[config.mk]
export PLATFORM = sky130hd
export DESIGN_NAME = approx_pipelined_adder
export DESIGN_NICKNAME = d
export VERILOG_FILES = /design/src/rtl/approx_pipelined_adder.sv
export SDC_FILE = /design/constraint.sdc
export NUM_CORES = 1
export LEC_CHECK = 0
export ABC_AREA = 1
export BUFFER_PORTS_ARGS = -buffer_cell sky130_fd_sc_hd__buf_2
export CAP_MARGIN = 0
export CELL_PAD_IN_SITES_DETAIL_PLACEMENT = 2
export CELL_PAD_IN_SITES_GLOBAL_PLACEMENT = 2
export CORE_MARGIN = 1
export CORE_UTILIZATION = 42
export DETAILED_ROUTE_END_ITERATION = 7
export GPL_ROUTABILITY_DRIVEN = 1
export PLACE_DENSITY_LB_ADDON = 0.1
export REMOVE_ABC_BUFFERS = 1
export SLEW_MARGIN = 40
export SYNTH_ARGS = -nofsm -noshare
export SYNTH_HDL_FRONTEND = slang
export SYNTH_SLANG_ARGS = --single-unit
[constraint.sdc]
create_clock -name clk -period 9.1 [get_ports clk]
set_input_delay 1.82 -clock clk [delete_from_list [all_inputs] [get_ports clk]]
set_output_delay 1.82 -clock clk [all_outputs]
set_load 0.005 [all_outputs]
[src/rtl/approx_pipelined_adder.sv]
// Pipelined WIDTH-bit adder with per-request lower-part-OR approximation.
// Entry 0 captures the request; entry k resolves segment k-1 and carries all bits forward.
module approx_pipelined_adder #(
    parameter int WIDTH       = 16,
    parameter int SEG         = 4,
    parameter int APPROX_BITS = 4
) (
    input  logic             clk,
    input  logic             rst,
    input  logic             in_valid,
    output logic             in_ready,
    input  logic [WIDTH-1:0] in1,
    input  logic [WIDTH-1:0] in2,
    input  logic             cin,
    input  logic             approx_en,
    output logic             out_valid,
    input  logic             out_ready,
    output logic [WIDTH-1:0] sum,
    output logic             cout,
    output logic             out_approx
);

    localparam int STAGES = WIDTH / SEG;

    logic [STAGES:0]  v_q;
    logic [STAGES:0]  ap_q;
    logic [STAGES:0]  c_q;
    logic [WIDTH-1:0] a_q [0:STAGES-1];
    logic [WIDTH-1:0] b_q [0:STAGES-1];
    logic [WIDTH-1:0] s_q [0:STAGES];
    logic [WIDTH-1:0] s_d [1:STAGES];
    logic [STAGES:1]  c_d;
    logic             advance;

    // Full-adder cell returning {carry, sum}; a masked bit ORs and only the
    // topmost masked bit forwards a carry into the exact upper part.
    function automatic logic [1:0] fa_cell(input logic ai, input logic bi,
                                           input logic ci, input logic mi,
                                           input logic li);
        if (mi)
            return {li & ai & bi, ai | bi};
        return {(ai & bi) | (ai & ci) | (bi & ci), ai ^ bi ^ ci};
    endfunction

    // NOTE: combinational temporaries use blocking '=' and every output gets a
    // full default before the bit loop, so no latch can be inferred.
    always_comb begin
        logic       carry;
        logic [1:0] r;
        int         idx;
        carry = 1'b0;
        r     = 2'b00;
        idx   = 0;
        for (int k = 1; k <= STAGES; k++) begin
            s_d[k] = s_q[k-1];
            carry  = c_q[k-1];
            for (int j = 0; j < SEG; j++) begin
                idx = (k - 1) * SEG + j;
                r = fa_cell(a_q[k-1][idx], b_q[k-1][idx], carry,
                            ap_q[k-1] && (idx < APPROX_BITS),
                            idx == APPROX_BITS - 1);
                s_d[k][idx] = r[0];
                carry       = r[1];
            end
            c_d[k] = carry;
        end
    end

    // One global enable: the whole pipe moves unless the result is blocked.
    assign advance  = !v_q[STAGES] || out_ready;
    assign in_ready = advance;

    // NOTE: state registers use non-blocking '<=' and the data pipeline is reset
    // too, so sum/cout read as zero after reset rather than stale operands.
    always_ff @(posedge clk) begin
        if (rst) begin
            v_q  <= '0;
            ap_q <= '0;
            c_q  <= '0;
            for (int k = 0; k < STAGES; k++) begin
                a_q[k] <= '0;
                b_q[k] <= '0;
            end
            for (int k = 0; k <= STAGES; k++)
                s_q[k] <= '0;
        end else if (advance) begin
            v_q    <= {v_q[STAGES-1:0], in_valid};
            ap_q   <= {ap_q[STAGES-1:0], approx_en};
            c_q    <= {c_d, cin};
            a_q[0] <= in1;
            b_q[0] <= in2;
            s_q[0] <= '0;
            for (int k = 1; k < STAGES; k++) begin
                a_q[k] <= a_q[k-1];
                b_q[k] <= b_q[k-1];
            end
            for (int k = 1; k <= STAGES; k++)
                s_q[k] <= s_d[k];
        end
    end

    assign out_valid  = v_q[STAGES];
    assign out_approx = ap_q[STAGES];
    assign sum        = s_q[STAGES];
    assign cout       = c_q[STAGES];

endmodule

# Word-level counts from Yosys, hierarchy flattened

Memory sizes are Yosys's and may differ from the RTL's.
Index checks and enable logic that the tools add are counted.

Bits of input ports: 38
Latch bits: 0
RAM bits: 208
Flip-flop bits (word level): 15
Memories kept: 3
ROM bits: 0

Equal/unequal tests: 0
$lt $le $gt $ge: 0
Shift operators: 0
Bitwise gates (word level): 129
Reduce and logical (&&, ||, !) cells: 2
Div/mod/pow operators: 0
Multipliers: 0
Add/subtract/negate cells: 0
Multiplexer cells: 27

Memories:

| memory | words | bits a word | rd ports | clocked after memory_dff | write ports | line | RTL |
|---|---|---|---|---|---|---|---|
| s_q    | 5     | 16          | 5        | 0                        | 5           | 30   | `logic [WIDTH-1:0] s_q [0:STAGES];` |
| a_q    | 4     | 16          | 4        | 0                        | 4           | 28   | `logic [WIDTH-1:0] a_q [0:STAGES-1];` |
| b_q    | 4     | 16          | 4        | 0                        | 4           | 29   | `logic [WIDTH-1:0] b_q [0:STAGES-1];` |

Operators with widths:

| cell              | count |
|---|---|
| 2-to-1 mux 16 bit | 13 |
| bitwise OR 1 bit  | 49 |
| bitwise AND 1 bit | 48 |
| bitwise XOR 1 bit | 32 |
| 2-to-1 mux 2 bit  | 8 |
| 2-to-1 mux 1 bit  | 6 |
| logical NOT 1 bit | 1 |
| logical OR 1 bit  | 1 |

# Depth between registers and ports, before layout

Gate-level depths: netlist of the first run.

Word-level depth: 17
Gate-level depth with buffers: 12
Gate-level depth less buffers: 12

# Worst setup path before layout of the first run

Ideal clock, no wire load.

Kind: input port to flip-flop
Start: input port out_ready
End: memory a_q[0][0], enable pin
Path buffers: 0
Stages: 2
Arrival time: 4632 ps
Path slack: 3093 ps
Path through: inv_1 nand3_1

RTL lines:

| what               | line | RTL |
|---|---|---|
| start: declaration | 17   | `input logic out_ready,` |
| end: declaration   | 28   |  |

# Final worst setup path of the first run

Start: input port out_ready
End: output port in_ready

Word-level cells in the longest chain between the ends: 1

Ends and longest elaborated chain:

| what             | line | RTL |
|---|---|---|
| logical OR 1 bit | 70   | `assign advance = !v_q[STAGES] \|\| out_ready;` |
| end: declaration | 11   | `output logic in_ready,` |

Every way passes these cells.

==> qor.csv, run 1 <==
stage;metric;value;unit
status;outcome;complete, no violations;
floorplanning;Core Rows;42;
critical_path;R2R setup slack;6350;ps
sta;setup_tns;0;ps
power_and_ir_drop;Pwr Density;222;nW/µm²
logic_synthesis;Synth Cell Area;5710;µm²
floorplanning;core area;13200;µm²
route;via/cell ratio;4.50;
placed_design;Placer Congestion;0.682;
critical_path;r2r endpoint;s_q[1][3];
power_and_ir_drop;Internal Power;1.20;mW
critical_path;CP Capture Type;primary output;
floorplanning;Initial Utilization;43.1;%
clock_tree;Root Driver;clkbuf_16;
sta;final worst slack;4760;ps
clock_tree;clock slew seen by the registers of the worst setup and hold paths;50;ps
critical_path;element type at the critical path start;input port;
critical_path;Worst Reg-to-Reg Cells;12;
sta;Slew headroom;48.0;%
grt;Congestion Overflow GR;0;
clock_tree;CTS tree;built;
finish;ANT cells;0;
critical_path;kind of critical path;input port to primary output;
finish;fraction of layout cells with a size suffix above 1;15.7;%
placed_design;Place WS;4730;ps
route;DRC;0;
logic_synthesis;post-synthesis sequential area ratio;68.4;%
critical_path;crit-path max FO;17;
grt;initial antenna violation count;0;
logic_synthesis;syn_area_per_cell;11.4;µm²
finish;final cell count without fillers;750;
route;TritonRoute pass-1 iters;4;
route;DRT iter0 DRCs;139;
sta;Max Fclk;0.230;GHz
grt;Global Route Usage Sum;17.8;%
logic_synthesis;#FFs+latches synth;135;
power_and_ir_drop;Seq pwr share;47.4;%
sta;RSZ-0062 raised after global routing;no;
critical_path;RR Startpoint;a_q[0][0];
grt;largest net degree at the start of global routing;91;
sta;Max Clock Skew;7.89;ps
route;Routed WL per cell;14.7;µm
clock_tree;postcts setup bufs;0;
power_and_ir_drop;Clock Power Share;48.5;%
sta;final cycle utilization of the critical path;47.7;%
logic_synthesis;area share of the largest cell type after synthesis;63.1;%
clock_tree;Clock Latency Late Sink;420;ps
critical_path;WP data arrival;2520;ps
sta;final setup fails;0;
clock_tree;CTS sink cnt;135;
route;Routed WL;11.0;mm
critical_path;Setup crit end;in_ready;
floorplanning;die width;119;µm
critical_path;Crit. Startpoint;out_ready;
placed_design;DP HPWL;6.84;mm
route;DR vias;3376;
logic_synthesis;top cells by area, synth;edfxtp_1 63%, inv_1 9.6%, nor2_1 8.4%;
power_and_ir_drop;worst vdd rail ir drop;0.136;mV
floorplanning;die height;119;µm
power_and_ir_drop;Gate power share;4.1;%
finish;area growth from synthesis to layout;18.1;%
logic_synthesis;total of warnings raised by yosys;0;
logic_synthesis;Synth area leader;edfxtp_1;
sta;Hold Fails Final Rpt;0;
clock_tree;hold buffer count at CTS;0;
sta;WHS;465;ps
clock_tree;quantity of gates resized following cts;0;
placed_design;port buffer count;57;
sta;fin crit period;4340;ps
grt;vias in the first global route;3789;
logic_synthesis;Yosys cell types;16;
run;maxcap violations;0;
sta;worst-margin pin slew;777;ps
power_and_ir_drop;leakage power;3.04;nW
placed_design;placed cells;718;
power_and_ir_drop;Net Switching;0.296;mW
clock_tree;clk buf depth;2;
sta;max-slew violation count;0;
power_and_ir_drop;switching share of power;19.8;%
critical_path;CP required;7280;ps
finish;Layout Nets;621;
floorplanning;Ports;58;
power_and_ir_drop;Power Total;1.50;mW
logic_synthesis;cell count after synthesis;500;
route;Antenna Nets Post-Route;0;
clock_tree;# H-tree levels;4;
grt;first-pass GRT wire length;18.4;mm
clock_tree;Inserted Clock Buffers;17;
floorplanning;die area;14100;µm²
hold_path;worst hold path class;register to register;
[flip-flops by register name, summed over array words and instances (netlist names)]
name  flops
c_q       5
ap_q      5
s_q      40
v_q       5
a_q      40
b_q      40
[worst max-delay path, cell delays in order]
cell     delay [ps]
buf_2           100
inv_1           130
nand2_2         260
buf_2           220
[per-stage QoR]
stage	util [%]	area, µm²
2_1_floorplan	-	5550
3_3_place_gp	46.0	6090
3_5_place_dp	46.0	6100
4_1_cts	50.7	6710
5_1_grt	50.9	6740
6_report	50.9	6740
[worst min-delay path by stage]
stage,start,end,cells after the start
final,ap_q[1],ap_q[1],2
after global routing,ap_q[1],ap_q[1],2
after CTS,ap_q[1],ap_q[1],2
after detailed placement,v_q[1],v_q[1],2
after global placement,v_q[0],v_q[0],2
after floorplan,c_q[2],c_q[2],2
[power groups by stage]
stage          registers, mW  logic [mW]  clock network (mW)
2_1_floorplan          0.719      0.0371                   0
3_3_place_gp           0.720      0.0554                   0
3_5_place_dp           0.723      0.0624                   0
4_1_cts                0.710      0.0637               0.744
5_1_grt                0.712      0.0720               0.768
6_report               0.710      0.0612               0.725
[cell usage in the layout, fill, tap and decap left out, types with 10 or more instances in the layout]
master     instances
nor2_1           127
nand2_1           29
fa_1              16
nand3_1           10
clkbuf_16         17
edfxtp_1         120
dfxtp_1           15
inv_1            146
buf_2             57
[cell families after synthesis]
group	share of synthesized area, %
AND/OR/NAND/NOR	11.8
buffers and inverters	12.3
AO/OA/AOI/OAI	0.702
flip-flops	68.4
adder cells (fa/ha/maj)	6.71
[final cells by class]
cell class	count	area, µm²
clock buffers	18	429
clock inverters	13	185
fillers	1345	6500
inverters	147	552
multi-input cells	201	1120
flip-flops and latches	135	3900
well taps	176	220
repair buffers	60	332
[synth_stat cells]
cell type    n
buf_2        5
nor2_1     127
a21oi_1      4
inv_2        1
nand2_2      2
inv_1      146
dfxtp_1     15
ha_1         5
edfxtp_1   120
buf_1        1
nand3_1     11
buf_6       11
nand2_1     29
o21ai_0      4
nand3b_1     3
fa_1        16
[per-layer routing]
layer / global-route usage, % / routed length, µm
met4: 8.78 / 216
met5: 0 / 0
met1: 17.5 / 4090
met2: 33.6 / 6390
met3: 5.36 / 345
Power figures use the tool's default switching activity.
==> run 2: changes to the inputs <==
--- a/config.mk
+++ b/config.mk
@@ -5,13 +5,13 @@
 export SDC_FILE = /design/constraint.sdc
 export NUM_CORES = 1
 export LEC_CHECK = 0
-export ABC_AREA = 1
+export ABC_AREA = 0
 export BUFFER_PORTS_ARGS = -buffer_cell sky130_fd_sc_hd__buf_2
 export CAP_MARGIN = 0
 export CELL_PAD_IN_SITES_DETAIL_PLACEMENT = 2
 export CELL_PAD_IN_SITES_GLOBAL_PLACEMENT = 2
 export CORE_MARGIN = 1
-export CORE_UTILIZATION = 42
+export CORE_UTILIZATION = 39
 export DETAILED_ROUTE_END_ITERATION = 7
 export GPL_ROUTABILITY_DRIVEN = 1
 export PLACE_DENSITY_LB_ADDON = 0.1
==> constraint.sdc (replaced) <==
create_clock -name clk -period 3.5 [get_ports clk]
set_input_delay 0.7 -clock clk [delete_from_list [all_inputs] [get_ports clk]]
set_output_delay 0.7 -clock clk [all_outputs]
set_load 0.005 [all_outputs]
==> run 2 against run 1 <==
- the run now ends with DRC left
- combinational power increased to 2.9 times the previous value
- register-to-register slack worse by 5500 ps
- first-iteration DRC count rose by 21%
- via count shrank 15%
- cell area rose by 2.1%
- worst setup slack got worse by 3900 ps
- critical path depth grew 6
- area after synthesis is 3.0% higher
- wire length shrank 15%
- largest power group is now sequential cells
- highest routed layer unchanged
==> qor.csv, run 2 <==
stage;metric;value;unit;change
status;outcome;finished with violations;;
status;failing checks;DRC;;
power_and_ir_drop;Internal Power;3.07;mW;+160%
logic_synthesis;multiplexer share of the synthesized area;0.170;%;+0.17 points
finish;ANT cells;0;;unchanged
finish;Layout Utilization;47.0;%;-3.9 points
route;Routed WL per cell;14.7;µm;+0.19%
logic_synthesis;#FFs+latches synth;135;;unchanged
power_and_ir_drop;Gate power share;4.7;%;+0.6 points
floorplanning;die area;15600;µm²;+11%
sta;Slew headroom;60.9;%;+13 points
finish;area growth from synthesis to layout;17.1;%;
floorplanning;core area;14600;µm²;+11%
logic_synthesis;Yosys cell types;24;;+8
route;DRC;7;;+7
critical_path;CP Capture Type;register;;
placed_design;DP HPWL;5.88;mm;-14%
sta;final worst slack;825;ps;-3930 ps
logic_synthesis;Compound-Gate Fraction of Synth Area;1.87;%;+1.2 points
grt;Global Route Usage Sum;13.8;%;-4.0 points
finish;final cell count without fillers;640;;-15%
route;TritonRoute pass-1 iters;6;;+2
sta;RSZ-0062 raised after global routing;no;;
clock_tree;clk buf depth;2;;unchanged
finish;Top Registers;a_q: 40 flops, b_q: 40 flops, s_q: 40 flops;;
logic_synthesis;dominant synthesized flop cell;edfxtp_1;;
finish;Layout Nets;502;;-19%
logic_synthesis;total of warnings raised by yosys;0;;unchanged
floorplanning;Ports;58;;unchanged
hold_path;hold path depth;2;;unchanged
power_and_ir_drop;Net Switching;0.742;mW;+150%
finish;most frequent cells in the layout;120 x edfxtp_1, 89 x and2_4, 57 x buf_2, 31 x inv_1;;
logic_synthesis;post-synthesis sequential area ratio;66.4;%;-2.0 points
power_and_ir_drop;Pwr Density;554;nW/µm²;+150%
logic_synthesis;top cells by area, synth;edfxtp_1 61%, and2_4 13%, fa_1 5.5%;;
critical_path;kind of critical path;register to register;;
route;Routed WL;9.44;mm;-15%
grt;initial antenna violation count;0;;unchanged
logic_synthesis;Synth Cell Area;5880;µm²;+3.0%
placed_design;port buffer count;57;;unchanged
route;Antenna Nets Post-Route;0;;unchanged
grt;vias in the first global route;3143;;-17%
logic_synthesis;cell count after synthesis;379;;-24%
sta;fin crit period;2670;ps;
route;via/cell ratio;4.46;;-0.83%
sta;worst-margin pin slew;586;ps;-191 ps
finish;commonest non-fill, non-tap cell in the layout;edfxtp_1;;
grt;Congestion Overflow GR;0;;unchanged
placed_design;Placer Congestion;0.658;;-3.5%
floorplanning;Core Rows;44;;+4.8%
clock_tree;Inserted Clock Buffers;17;;unchanged
floorplanning;die width;125;µm;+5.2%
critical_path;CP required;3740;ps;-3540 ps
sta;WHS;453;ps;-11.8 ps
critical_path;element type at the critical path start;register;;
run;maxcap violations;0;;unchanged
floorplanning;Initial Utilization;40.1;%;-3.0 points
critical_path;crit-path max FO;2;;-15
logic_synthesis;syn_area_per_cell;15.5;µm²;+36%
power_and_ir_drop;Seq pwr share;48.4;%;+1.0 points
placed_design;Place WS;810;ps;-3920 ps
critical_path;Worst Reg-to-Reg Cells;10;;-2
critical_path;WP data arrival;2920;ps;+400 ps
grt;largest net degree at the start of global routing;39;;-57%
sta;max-slew violation count;0;;unchanged
power_and_ir_drop;switching share of power;19.5;%;-0.29 points
logic_synthesis;largest family of logic cells by synthesized area;simple AND/OR/NAND/NOR gates;;
sta;final setup fails;0;;unchanged
route;DRT iter0 DRCs;168;;+21%
sta;final cycle utilization of the critical path;76.4;%;
clock_tree;clock slew seen by the registers of the worst setup and hold paths;50;ps;about the same
sta;Max Fclk;0.374;GHz;
grt;first-pass GRT wire length;15.9;mm;-13%
logic_synthesis;FFs w/ async S/R, synth;0;%;unchanged
power_and_ir_drop;leakage power;2.96;nW;-2.6%
clock_tree;quantity of gates resized following cts;0;;unchanged
clock_tree;Clock Latency Late Sink;420;ps;about the same
logic_synthesis;xor/xnor share of the synthesized area;0;%;unchanged
logic_synthesis;Post-Synth Adder-Cell Area;6.52;%;-0.19 points
logic_synthesis;post-synthesis simple-gate area fraction;19.0;%;+7.2 points
logic_synthesis;count leader, synth;edfxtp_1;;
critical_path;R2R setup slack;830;ps;-5520 ps
finish;Fillers;1405;;+4.5%
clock_tree;CTS sink cnt;135;;unchanged
logic_synthesis;synth cell count leaders;120 x edfxtp_1, 89 x and2_4, 31 x inv_1, 21 x and2_1, 20 x nand2_1;;
hold_path;worst hold path class;register to register;;
finish;area of the multi-input gates;1630;µm²;+46%
clock_tree;CTS tree;built;;
clock_tree;# H-tree levels;4;;unchanged
logic_synthesis;Post-synth EDFFs;120;;unchanged
power_and_ir_drop;worst vdd rail ir drop;0.324;mV;+140%
finish;sequential cell area;3900;µm²;unchanged
floorplanning;die height;125;µm;+5.2%
logic_synthesis;Synth area leader;edfxtp_1;;
finish;fraction of layout cells with a size suffix above 1;41.0;%;+25 points
placed_design;placed cells;608;;-15%
clock_tree;hold buffer count at CTS;0;;unchanged
clock_tree;postcts setup bufs;0;;unchanged
clock_tree;Root Driver;clkbuf_16;;
sta;Hold Fails Final Rpt;0;;unchanged
power_and_ir_drop;Clock Power Share;46.9;%;-1.6 points
route;DR vias;2857;;-15%
sta;Max Clock Skew;5.70;ps;-2.19 ps
logic_synthesis;area share of the largest cell type after synthesis;61.3;%;-1.8 points
## run 2: cell count changes after synthesis, moves of 11 or more
cell	change
and2_1	+21
and2_4	+89
inv_1	-115
nor2_1	-112
nand3_1	-11
## run 2: final timing paths
| check | startpoint | end |
|---|---|---|
| setup / recovery | a_q[0][0] | s_q[1][3] |
| hold / removal | ap_q[2] | ap_q[2] |
| setup reg to reg | a_q[0][0] | s_q[1][3] |
| hold reg to reg | ap_q[2] | ap_q[2] |
## run 2: per-stage QoR
step	power (mW)	setup TNS [ps]	instance area, µm²
2_1_floorplan	1.99	-90460	5650
3_3_place_gp	2.04	0	6240
3_5_place_dp	2.06	0	6260
4_1_cts	3.88	0	6880
5_1_grt	3.96	0	6880
6_report	3.81	0	6880
## run 2: cell families (layout without fill, tap and decap cells)
group | Yosys count | after routing
AOI/OAI and AO/OA | 18 | 18
DFF | 135 | 135
and+or+nand+nor | 153 | 153
buffers and inverters | 51 | 128
muxes | 1 | 1
adders and majority gates | 21 | 21
## run 2: area by class of cell
cell class,count,share of cell area (%)
repair buffers,64,5.46
inverters,32,1.86
clock inverters,4,0.327
clock buffers,28,8.60
multi-input cells,193,23.6
well taps,184,3.35
flip-flops and latches,135,56.8
## run 2: power groups by stage
stage | Sequential, mW | Combinational (mW) | Clock [mW]
after global routing | 1.85 | 0.200 | 1.90
after detailed placement | 1.88 | 0.182 | 0
after CTS | 1.85 | 0.185 | 1.84
final | 1.85 | 0.179 | 1.79
after global placement | 1.87 | 0.169 | 0
after floorplan | 1.87 | 0.113 | 0
## run 2: worst max-delay path, cell delays in order, from the launching register on
cell      delay (ps)
edfxtp_1         360
inv_1            110
fa_1             190
nor2_1            60
fa_1             400
nor2b_1          160
fa_1             420
nand2b_1         110
fa_1             390
nor2b_1          140
a211oi_1         170
## run 2: metal layers
layer / vias to the layer above / GRT usage, % / share of wire [%]
met5: - / 0 / 0
met4: 0 / 7.19 / 2.2
met3: 19 / 4.51 / 4.2
met2: 54 / 22.4 / 51
met1: 1399 / 16.3 / 43
li1: 1385 / - / -
==> run 3: changes to the inputs <==
--- a/config.mk
+++ b/config.mk
@@ -11,7 +11,7 @@
 export CELL_PAD_IN_SITES_DETAIL_PLACEMENT = 2
 export CELL_PAD_IN_SITES_GLOBAL_PLACEMENT = 2
 export CORE_MARGIN = 1
-export CORE_UTILIZATION = 39
+export CORE_UTILIZATION = 43
 export DETAILED_ROUTE_END_ITERATION = 7
 export GPL_ROUTABILITY_DRIVEN = 1
 export PLACE_DENSITY_LB_ADDON = 0.1
==> constraint.sdc (replaced) <==
create_clock -name clk -period 2.5 [get_ports clk]
set_input_delay 0.5 -clock clk [delete_from_list [all_inputs] [get_ports clk]]
set_output_delay 0.5 -clock clk [all_outputs]
set_load 0.005 [all_outputs]
==> run 3 against run 2 <==
- the run ends with setup timing left
- via count up 3.0%
- largest power group unchanged
- largest cell class unchanged
- first-iteration DRC count down 21%
- count of clock-buffer cells in the layout down 1
==> qor.csv, run 3 (same netlist as run 2, synthesis figures left out) <==
stage;metric;value;unit;change
critical_path;element type at the critical path start;register;;
critical_path;CP bufs+invs;1;;unchanged
finish;area growth from synthesis to layout;16.9;%;
finish;fin area;6870;µm²;-0.15%
grt;Congestion Overflow GR;0;;unchanged
power_and_ir_drop;Net Switching;1.01;mW;+36%
hold_path;hold path depth;3;;+1
finish;Layout Nets;511;;+1.8%
route;DR vias;2943;;+3.0%
critical_path;r2r endpoint;s_q[1][3];;
sta;final setup fails;1;;+1
critical_path;cell count along the critical path;10;;unchanged
route;Routed WL per cell;16.2;µm;+9.6%
critical_path;R2R setup slack;-50;ps;-880 ps
finish;Layout Utilization;51.7;%;+4.7 points
power_and_ir_drop;worst vdd rail ir drop;0.367;mV;+13%
clock_tree;Inserted Clock Buffers;17;;unchanged
clock_tree;# H-tree levels;4;;unchanged
floorplanning;die height;119;µm;-4.7%
clock_tree;CTS tree;built;;
clock_tree;clk buf depth;2;;unchanged
hold_path;worst hold path class;input port to register;;
sta;Max Fclk;0.392;GHz;+4.8%
power_and_ir_drop;Power Total;5.00;mW;+31%
grt;vias in the first global route;3261;;+3.8%
finish;Top Registers;a_q: 40 flops, b_q: 40 flops, s_q: 40 flops;;
floorplanning;core area;13300;µm²;-9.2%
power_and_ir_drop;switching share of power;20.2;%;+0.75 points
run;maxcap violations;0;;unchanged
critical_path;CP max stage delay;430;ps;about the same
grt;first-pass GRT wire length;17.0;mm;+7.1%
critical_path;kind of critical path;register to register;;
finish;ANT cells;0;;unchanged
power_and_ir_drop;Gate power share;5.5;%;+0.8 points
clock_tree;clock slew seen by the registers of the worst setup and hold paths;50;ps;about the same
status;outcome;finished with violations;;
clock_tree;CTS sink cnt;135;;unchanged
route;DRT iter0 DRCs;133;;-21%
sta;fin crit period;2550;ps;-122 ps
clock_tree;Root Driver;clkbuf_16;;
route;TritonRoute pass-1 iters;4;;-2
finish;Fillers;1248;;-11%
critical_path;RR Startpoint;a_q[0][0];;
route;Antenna Nets Post-Route;0;;unchanged
placed_design;Place WS;-207;ps;-1020 ps
sta;worst-margin pin slew;599;ps;+13.3 ps
placed_design;port buffer count;57;;unchanged
finish;fraction of layout cells with a size suffix above 1;43.7;%;+2.6 points
finish;most frequent cells in the layout;120 x edfxtp_1, 89 x and2_4, 57 x buf_2, 29 x inv_1, 21 x and2_1;;
power_and_ir_drop;Seq pwr share;51.8;%;+3.4 points
floorplanning;Initial Utilization;44.2;%;+4.1 points
route;DRC;0;;-7
floorplanning;Ports;58;;unchanged
floorplanning;die width;119;µm;-4.7%
sta;Hold Fails Final Rpt;0;;unchanged
sta;max-slew violation count;0;;unchanged
sta;Slew headroom;60.1;%;-0.81 points
finish;commonest non-fill, non-tap cell in the layout;edfxtp_1;;
clock_tree;Clock Latency Late Sink;420;ps;about the same
sta;RSZ-0062 raised after global routing;yes;;
floorplanning;die area;14100;µm²;-9.2%
hold_path;hold worst-path end;v_q[0];;
sta;setup_tns;-52.9;ps;-52.9 ps
floorplanning;Core Rows;42;;-4.5%
critical_path;Top Family by Delay on Critical Path;adder cells;;
sta;final cycle utilization of the critical path;102;%;+26 points
placed_design;DP Area;6300;µm²;+0.56%
grt;largest net degree at the start of global routing;42;;+7.7%
power_and_ir_drop;Clock Power Share;42.7;%;-4.2 points
critical_path;Slowest cell on crit path;fa_1;;
grt;initial antenna violation count;0;;unchanged
sta;final worst slack;-52.9;ps;-878 ps
placed_design;DP HPWL;6.76;mm;+15%
route;Routed WL;10.4;mm;+9.7%
hold_path;min-delay src;in_valid;;
critical_path;crit-path max FO;2;;unchanged
grt;Global Route Usage Sum;16.6;%;+2.8 points
status;failing checks;setup timing;;
power_and_ir_drop;Internal Power;3.99;mW;+30%
critical_path;CP Capture Type;register;;
route;via/cell ratio;4.59;;+2.8%
critical_path;WP data arrival;2810;ps;-110 ps
power_and_ir_drop;leakage power;2.95;nW;-0.22%
critical_path;critical-path cell list;inv_2, fa_2, nor2_4, fa_2, nor2b_4, fa_2, nand2b_4, fa_1, nor2b_4, a211oi_2;;
power_and_ir_drop;Pwr Density;728;nW/µm²;+31%
critical_path;Worst Reg-to-Reg Cells;10;;unchanged
sta;Max Clock Skew;4.53;ps;-1.17 ps
critical_path;most frequent CP cell;fa_2;;
critical_path;CP required;2760;ps;-980 ps
placed_design;Placer Congestion;0.650;;-1.3%
[run 3: cell type report]
cell class | instances | area, µm² | share of cell area [%]
Sequential cell | 135 | 3910 | 56.9
Clock inverter | 5 | 25.0 | 0.364
Inverter | 32 | 128 | 1.86
Clock buffer | 27 | 473 | 6.89
Multi-Input combinational cell | 193 | 1670 | 24.4
Timing Repair Buffer | 73 | 443 | 6.45
Tap cell | 176 | 220 | 3.21
[run 3: worst max path at each step]
| stage | from | to | slack (ps) |
|---|---|---|---|
| 5_1_grt | a_q[0][0] | s_q[1][3] | -130 |
| 2_1_floorplan | out_ready | a_q[0][0] | -1550 |
| 6_report | a_q[0][0] | s_q[1][3] | -50 |
| 3_3_place_gp | a_q[0][0] | s_q[1][3] | -70 |
| 3_5_place_dp | c_q[0] | s_q[1][3] | -210 |
| 4_1_cts | b_q[0][0] | s_q[1][3] | -30 |
[run 3: timing repair]
item / in CTS / in global routing
setup buffers: 2 / 1
hold buffers: 0 / 0
pin swaps: 5 / 6
resized for setup: 11 / 5
endpoints found under the setup margin: 2 / 5
[run 3: worst min-delay path, stage by stage]
cell and delay [ps]:
buf_2 100, nand2_1 50, a21oi_1 60
[run 3: metal layers]
metal	GRT usage [%]	part of all wire, %	vias up
met2	29.1	54	56
met5	0	0	-
met4	7.59	2.3	0
met1	18.6	41	1468
li1	-	-	1400
met3	4.98	2.9	19
[run 3: power groups by stage]
stage / combinational (mW) / clock [mW] / sequential (mW)
2_1_floorplan: 0.158 / 0 / 2.62
3_3_place_gp: 0.245 / 0 / 2.62
3_5_place_dp: 0.268 / 0 / 2.63
4_1_cts: 0.281 / 2.20 / 2.59
5_1_grt: 0.311 / 2.28 / 2.60
6_report: 0.276 / 2.14 / 2.59
[run 3: through the flow]
| stage | hold slack [ps] | instances |
|---|---|---|
| detailed placement | 452 | 606 |
| finish | 342 | 641 |
| CTS | 324 | 640 |
| floorplan | 426 | 360 |
| global route | 357 | 641 |
| global placement | 440 | 606 |
